## src/rtl/piso_serializer.sv

```systemverilog
// Parallel-in, serial-out transmitter: takes a word over valid/ready and shifts it out one
// bit per clock, with an optional trailing even-parity bit. Every output is a flop.
//
// state | meaning
// IDLE  | no frame on the line; ready for a word, ser_out/ser_valid low
// SHIFT | frame bits on ser_out; cnt_q is the index of the bit currently driven
module piso_serializer #(
    parameter int WIDTH     = 8,
    parameter bit MSB_FIRST = 1'b1,
    parameter bit PARITY_EN = 1'b0
) (
    input  logic             clk,
    input  logic             reset,
    input  logic [WIDTH-1:0] load_data,
    input  logic             load_valid,
    output logic             load_ready,
    output logic             ser_out,
    output logic             ser_valid,
    output logic             frame_start,
    output logic             busy
);

    localparam int         FLEN      = WIDTH + int'(PARITY_EN);
    localparam logic [5:0] LAST_IDX  = 6'(FLEN - 1);
    localparam logic [5:0] DATA_LAST = 6'(WIDTH - 1);

    typedef enum logic {
        IDLE  = 1'b0,
        SHIFT = 1'b1
    } state_t;

    state_t           state_q, state_d;
    logic [WIDTH-1:0] shreg_q, shreg_d;
    logic             par_q, par_d;
    logic [5:0]       cnt_q, cnt_d;
    logic             ser_out_q, ser_out_d;
    logic             ser_valid_q, ser_valid_d;
    logic             frame_start_q, frame_start_d;
    logic             load_ready_q, load_ready_d;

    logic             xfer;
    logic             load_bit;
    logic [WIDTH-1:0] load_rest;
    logic             shift_bit;
    logic [WIDTH-1:0] shift_rest;

    assign xfer = load_valid & load_ready_q;

    // The register holds only the bits not yet driven, so the next bit always sits at one end.
    assign load_bit   = MSB_FIRST ? load_data[WIDTH-1] : load_data[0];
    assign load_rest  = MSB_FIRST ? {load_data[WIDTH-2:0], 1'b0} : {1'b0, load_data[WIDTH-1:1]};
    assign shift_bit  = MSB_FIRST ? shreg_q[WIDTH-1] : shreg_q[0];
    assign shift_rest = MSB_FIRST ? {shreg_q[WIDTH-2:0], 1'b0} : {1'b0, shreg_q[WIDTH-1:1]};

    always_comb begin
        state_d       = state_q;
        shreg_d       = shreg_q;
        par_d         = par_q;
        cnt_d         = cnt_q;
        ser_out_d     = 1'b0;
        ser_valid_d   = 1'b0;
        frame_start_d = 1'b0;
        load_ready_d  = load_ready_q;

        if (xfer) begin
            state_d       = SHIFT;
            shreg_d       = load_rest;
            par_d         = ^load_data;
            cnt_d         = 6'd0;
            ser_out_d     = load_bit;
            ser_valid_d   = 1'b1;
            frame_start_d = 1'b1;
            load_ready_d  = 1'b0;
        end else begin
            case (state_q)
                IDLE: begin
                    load_ready_d = 1'b1;
                end
                SHIFT: begin
                    if (cnt_q != LAST_IDX) begin
                        cnt_d        = cnt_q + 6'd1;
                        ser_valid_d  = 1'b1;
                        ser_out_d    = (PARITY_EN && (cnt_q == DATA_LAST)) ? par_q : shift_bit;
                        shreg_d      = shift_rest;
                        load_ready_d = (cnt_d == LAST_IDX);
                    end else begin
                        state_d      = IDLE;
                        cnt_d        = 6'd0;
                        load_ready_d = 1'b1;
                    end
                end
                default: begin
                    state_d      = IDLE;
                    load_ready_d = 1'b0;
                end
            endcase
        end
    end

    always_ff @(posedge clk) begin
        if (!reset) begin
            state_q       <= IDLE;
            shreg_q       <= '0;
            par_q         <= 1'b0;
            cnt_q         <= 6'd0;
            ser_out_q     <= 1'b0;
            ser_valid_q   <= 1'b0;
            frame_start_q <= 1'b0;
            load_ready_q  <= 1'b0;
        end else begin
            state_q       <= state_d;
            shreg_q       <= shreg_d;
            par_q         <= par_d;
            cnt_q         <= cnt_d;
            ser_out_q     <= ser_out_d;
            ser_valid_q   <= ser_valid_d;
            frame_start_q <= frame_start_d;
            load_ready_q  <= load_ready_d;
        end
    end

    assign load_ready  = load_ready_q;
    assign ser_out     = ser_out_q;
    assign ser_valid   = ser_valid_q;
    assign frame_start = frame_start_q;
    assign busy        = ser_valid_q;

endmodule

```

## config.mk

```make
export PLATFORM = sky130hd
export DESIGN_NAME = piso_serializer
export DESIGN_NICKNAME = d
export VERILOG_FILES = /design/src/rtl/piso_serializer.sv
export SDC_FILE = /design/constraint.sdc
export NUM_CORES = 1
export LEC_CHECK = 0
export CAP_MARGIN = 20
export CORE_UTILIZATION = 50
export CTS_BUF_LIST = sky130_fd_sc_hd__clkbuf_8
export DETAILED_ROUTE_END_ITERATION = 10
export GPL_TIMING_DRIVEN = 0
export PLACE_DENSITY = 0.78
export SKIP_LAST_GASP = 1
export SLEW_MARGIN = 40
export SYNTH_ARGS = -nofsm -noshare
export SYNTH_HDL_FRONTEND = slang
export SYNTH_SLANG_ARGS = --single-unit
```

## constraint.sdc

```tcl
create_clock -name clk -period 4.4 [get_ports clk]
set_clock_uncertainty 0.15 [all_clocks]
set_input_delay 0.44 -clock clk [delete_from_list [all_inputs] [get_ports clk]]
set_output_delay 0.44 -clock clk [all_outputs]
set_load 0.02 [all_outputs]
```

==> out/qor.txt <==
Starting Density - 0.5324
clock latency on the worst-skew pair - 250 ps
Synth Area in Compound Gates - 0.1841
Die X - 42.05 microns
gr usage total - 0.2080
Layout area overhead - 26.99%
FFs w/ async S/R, synth - 0
FF-to-FF path depth - 6
CP peak stage delay - 420 ps
Max Clk Rate - 0.4981 GHz
Hold Path End - shreg_q[1]
top cell type's share of synthesized area - 0.4243
clock buffer depth - 2
Final #Nets - 121
Post-CTS Hold Buffers - 0
worst-margin pin slew - 484.1 ps
Hold Vio Cnt, Final - 0
post_cts resized - 0
Hold Path Class - reg2reg
Buffers & Inverters on Critical Path - 1
slack of the critical path - 2393 ps
minimum clock period - 2007 ps
pre-CTS setup slack - 2409 ps
reg2reg end - shreg_q[3]
Crit path max-delay family - compound AO/OA/AOI/OAI gates
# fillers - 130
most area-hungry cell type in the Yosys netlist - dfxtp_1
clock sink count - 17
largest family of logic cells by synthesized area - compound AO/OA/AOI/OAI gates
WP data required - 4380 ps
synth warn - 0
GRT Residual Overflow - 0
hold path depth - 2
CTS tree - done
arrival time at the worst endpoint - 1980 ps
Crit Path Class - reg2reg
final setup vio count - 0
Routability Congestion - 0.7798
Power Density - 329.1 mW/mm^2
Critical-path top delay cell - dfxtp_1
Avg Cell Area, Syn - 9.114 sq um
worst hold start - shreg_q[1]
commonest cells in the synthesized netlist - dfxtp_1, a21oi_1, nand2_1
H-tree depth - 1
max-cap viol count - 0
worst reg-to-reg setup slack - 2390 ps
Post-CTS Setup Bufs - 0
post-synthesis mux area share - 0.08892
syn nets - 101
total clock buffers created by CTS - 3
Post-synth EDFFs - 0
Seq/Total Area, Yosys - 0.4243
#FFs+latches synth - 17
die height - 42.05 microns
CP max FO - 10
main flop type after synthesis - dfxtp_1
largest net degree at the start of global routing - 11
run status - complete, no violations
core area - 0.001506 sq mm
final non-filler cell total - 123
clock transition at the registers of the reported paths - 70 ps
synth top area cells - dfxtp_1, mux2i_1, a21oi_1
PortBufs - 15
vias in the first global route - 626
Adder-Cell Fraction of Synth Area - 0.03120
RSZ-0062 raised after global routing - false
Residual DRC - 0
Core Rows - 14
I/O pins - 16
Max IR drop VDD - 0.2529 mV
Max transition margin - 0.6738
Antenna Cells - 0
synth unique cells - 31
Root Driver - clkbuf_8
first-pass GRT wire length - 2.739 mm
Final Slew Violations - 0
P_leak - 0.0004059 uW
die area - 0.001768 sq mm
worst-path cell chain - ha_1, nand2_1, o41ai_2, buf_6, mux2i_1, a21oi_1
final wirelength - 1.521 mm
vias per cell - 5.520
Iter 0 DRT Violations - 10
Antenna Violating Nets Remaining - 0
top-count cell post-synth - dfxtp_1
Post-Synth Simple-Gate Area - 0.1560
initial antenna violation count - 0
Syn Inst Count - 88
fin crit share - 0.4562
hpwl dp - 1.074 mm
CP endpoint kind - flip-flop
share of cells above drive strength 1 - 0.1121
Startpoint Class - flip-flop
placed insts - 119
TNS Setup - 0 ps
DR WL/cell - 12.37 microns
via count - 679
Synth Cell Area - 802.0 sq um
post-synthesis xor/xnor area fraction - 0.05304
First-pass DRT Iterations - 4
r2r startpoint - cnt_q[1]
[through the flow]
stage	hold WS, ps	total power [uW]	util	area (sq um)
final	326.7	335.2	0.6761	1018
after global routing	369.6	352.4	0.6761	1018
after CTS	330.6	337.1	0.6761	1018
after detailed placement	317.5	220.9	0.6453	972.2
after global placement	309.9	219.5	0.6453	972.2
after floorplan	296.0	199.9	-	802.0
[cell type report]
type	count	area (sq um)	area share
clock buffers	3	41.29	0.04054
inverters	3	11.26	0.01106
repair buffers	15	150.1	0.1474
clock inverters	1	5.005	0.004914
multi-input cells	62	411.6	0.4042
plain buffers	6	38.79	0.03808
well taps	16	20.02	0.01966
flip-flops and latches	17	340.3	0.3342
[worst register-to-register path, stage by stage, from the launching register on]
cell     delay, ps
dfxtp_1        420
ha_1           300
nand2_1         90
o41ai_2        410
buf_6          230
mux2i_1        210
a21oi_1         80
[per-layer routing]
layer	vias up	track usage	share of wire
met5	-	0	0
met4	0	0.1125	0.013
met3	4	0.04310	0.038
met2	14	0.3000	0.45
met1	316	0.2912	0.50
li1	345	-	-
[worst max-delay path by stage]
stage	from	endpoint	slack, ps	cells past startpoint
after CTS	cnt_q[1]	shreg_q[3]	2400	6
after floorplan	cnt_q[1]	shreg_q[2]	2590	6
after global routing	cnt_q[1]	shreg_q[4]	2230	6
after detailed placement	cnt_q[1]	shreg_q[6]	2410	6
after global placement	cnt_q[1]	shreg_q[5]	2420	6
final	cnt_q[1]	shreg_q[3]	2390	6
[report_power, final]
part / switching, uW / total, uW / internal (uW)
logic: 23.4 / 49.4 / 26.1
clock network: 54.7 / 117 / 62.8
registers: 5.88 / 168 / 162
[flip-flops by register name (all words and copies together), names as in the netlist]
name         count
frame_start      1
cnt_q            6
load_ready       1
shreg_q          7
busy             1
ser_out          1
[cell families (layout without fill, tap and decap cells)]
kind of cell,Yosys count,in the layout
and+or+nand+nor,26,26
AOI/OAI and AO/OA,23,23
DFF,17,17
buffers and inverters,9,28
muxes,7,7
xor gates and xnor gates,4,4
adders and majority gates,2,2
[cell usage in the layout, fill, tap and decap left out]
cell | netlist | final
nand4_1 | 2 | 2
a211oi_1 | 1 | 1
or3_1 | 1 | 1
buf_4 | 2 | 2
clkbuf_1 | 2 | 2
o22ai_1 | 1 | 1
nor2b_1 | 3 | 3
clkinv_2 | 0 | 1
o21ai_1 | 1 | 1
buf_6 | 1 | 1
xor2_1 | 1 | 1
mux2i_1 | 6 | 6
nand2_1 | 7 | 7
a21oi_1 | 8 | 8
nand3_1 | 5 | 5
a31oi_1 | 1 | 1
a21boi_1 | 2 | 2
o21ai_0 | 6 | 6
inv_1 | 3 | 3
a211oi_2 | 1 | 1
ha_1 | 2 | 2
clkdlybuf4s50_1 | 0 | 15
xnor2_1 | 2 | 2
mux2_2 | 1 | 1
xnor2_2 | 1 | 1
dfxtp_1 | 17 | 17
and3_1 | 1 | 1
and2_1 | 1 | 1
nor2_1 | 5 | 5
clkbuf_8 | 0 | 3
buf_2 | 1 | 1
nor3_1 | 1 | 1
o32ai_1 | 1 | 1
o41ai_2 | 1 | 1
(Power assumes the default switching activity.)
==> patch: new RTL, same flow settings <==
Change the parameter `PARITY_EN` from 1'b0 to 1'b1.
--- a/src/rtl/piso_serializer.sv
+++ b/src/rtl/piso_serializer.sv
@@ -9,3 +9,3 @@
     parameter bit MSB_FIRST = 1'b1,
-    parameter bit PARITY_EN = 1'b0
+    parameter bit PARITY_EN = 1'b1
 ) (
Formal check against the unedited RTL: not equivalent (a bounded check fails within 10 cycles, from zero or initial values and one cycle with reset low).
==> patch against the original RTL <==
Setup slack improved by 0.13 ns; power increased by 13%; register-to-register slack improved by 0.32 ns; routed wire length increased by 21%; count of clock-buffer cells in the layout increased by 1; clock power increased by 16%; design area increased by 13%; sequential cell count increased by 1; synthesized area increased by 15%.
==> patch: results (changes against the original RTL) <==
metric,value,unit,change
Synth cell types,33,,was 31
largest net degree at the start of global routing,11,,unchanged
GRT Util Overall,0.200,,was 0.208
# nets final,137,,was 121
Vias/cell,5.33,,was 5.52
Leak,0.420,nW,was 0.406 nW
Top delay family on crit path,buffers and inverters,,was compound AO/OA/AOI/OAI gates
DP Worst Slack,2.48,ns,was 2.41 ns
peak supply drop,0.223,mV,was 0.253 mV
Seq group,0.000176,W,was 0.000168 W
RR Startpoint,cnt_q[0],,was cnt_q[1]
share of cells above drive strength 1,0.115,,was 0.112
crit path launch,busy,,was cnt_q[1]
first-pass GRT wire length,2.90,mm,was 2.74 mm
outcome,"complete, no violations",,unchanged
CP Max Fanout,3,,was 10
Slew HR,0.741,,was 0.674
"Arr. time, crit path",1.28,ns,was 1.98 ns
WL/cell,12.5,µm,was 12.4 µm
Placer Congestion,0.765,,was 0.780
compound-cell area share of the yosys netlist,0.210,,was 0.184
post-synthesis mux area share,0.0341,,was 0.0889
Worst path slowest cell,clkdlybuf4s50_1,,was dfxtp_1
Post-synth top cells,"dfxtp_1, a21oi_1, nand2_1",,unchanged
register share of total power,0.468,,was 0.502
vias in the first global route,689,,was 626
Worst-path clk slew,0.07,ns,about the same
Synth area leaders,"dfxtp_1, xnor2_1, a21oi_1",,"was dfxtp_1, mux2i_1, a21oi_1"
CTS root buf,clkbuf_8,,unchanged
hold_sp,shreg_q[2],,was shreg_q[1]
net count after synthesis,117,,was 101
fillers,151,,was 130
1st-iter DRT viols,4,,was 10
xor/xnor share of the synthesized area,0.105,,was 0.0530
switch share,0.247,,was 0.250
CP max stage delay,0.59,ns,was 0.42 ns
sequential fraction of the synthesis area,0.392,,was 0.424
HPWL after DPL,1.30,mm,was 1.07 mm
-- patch: per-layer routing --
layer	share of wire	routed length [µm]	GRT usage
met5	0	0	0
met4	0.013	24	0.0727
met3	0.028	52	0.0240
met2	0.49	902	0.344
met1	0.47	858	0.257
-- patch: worst paths after layout --
path	slack, ns	depth (start not counted)	endpoint
min reg2reg	0.31	2	shreg_q[2]
max reg2reg	2.71	7	shreg_q[7]
min	0.31	2	shreg_q[2]
max	2.53	2	ser_valid
-- patch: cell type report --
class                      instances  area (µm²)  area share
multi-input combinational         75         493       0.427
sequential                        18         360       0.312
timing repair buffer              15         150       0.130
buffer                             8        57.6      0.0498
clock buffer                       4        55.1      0.0477
tap                               25        31.3      0.0271
inverter                           2        7.51     0.00650
-- patch: per-stage QoR --
step                      hold slack, ns  instance area (µm²)  cells
final                              0.311                 1150    147
after detailed placement           0.296                 1100    143
after global routing               0.336                 1150    147
after global placement             0.290                 1100    143
after floorplan                    0.280                  918    103
after CTS                          0.312                 1150    147
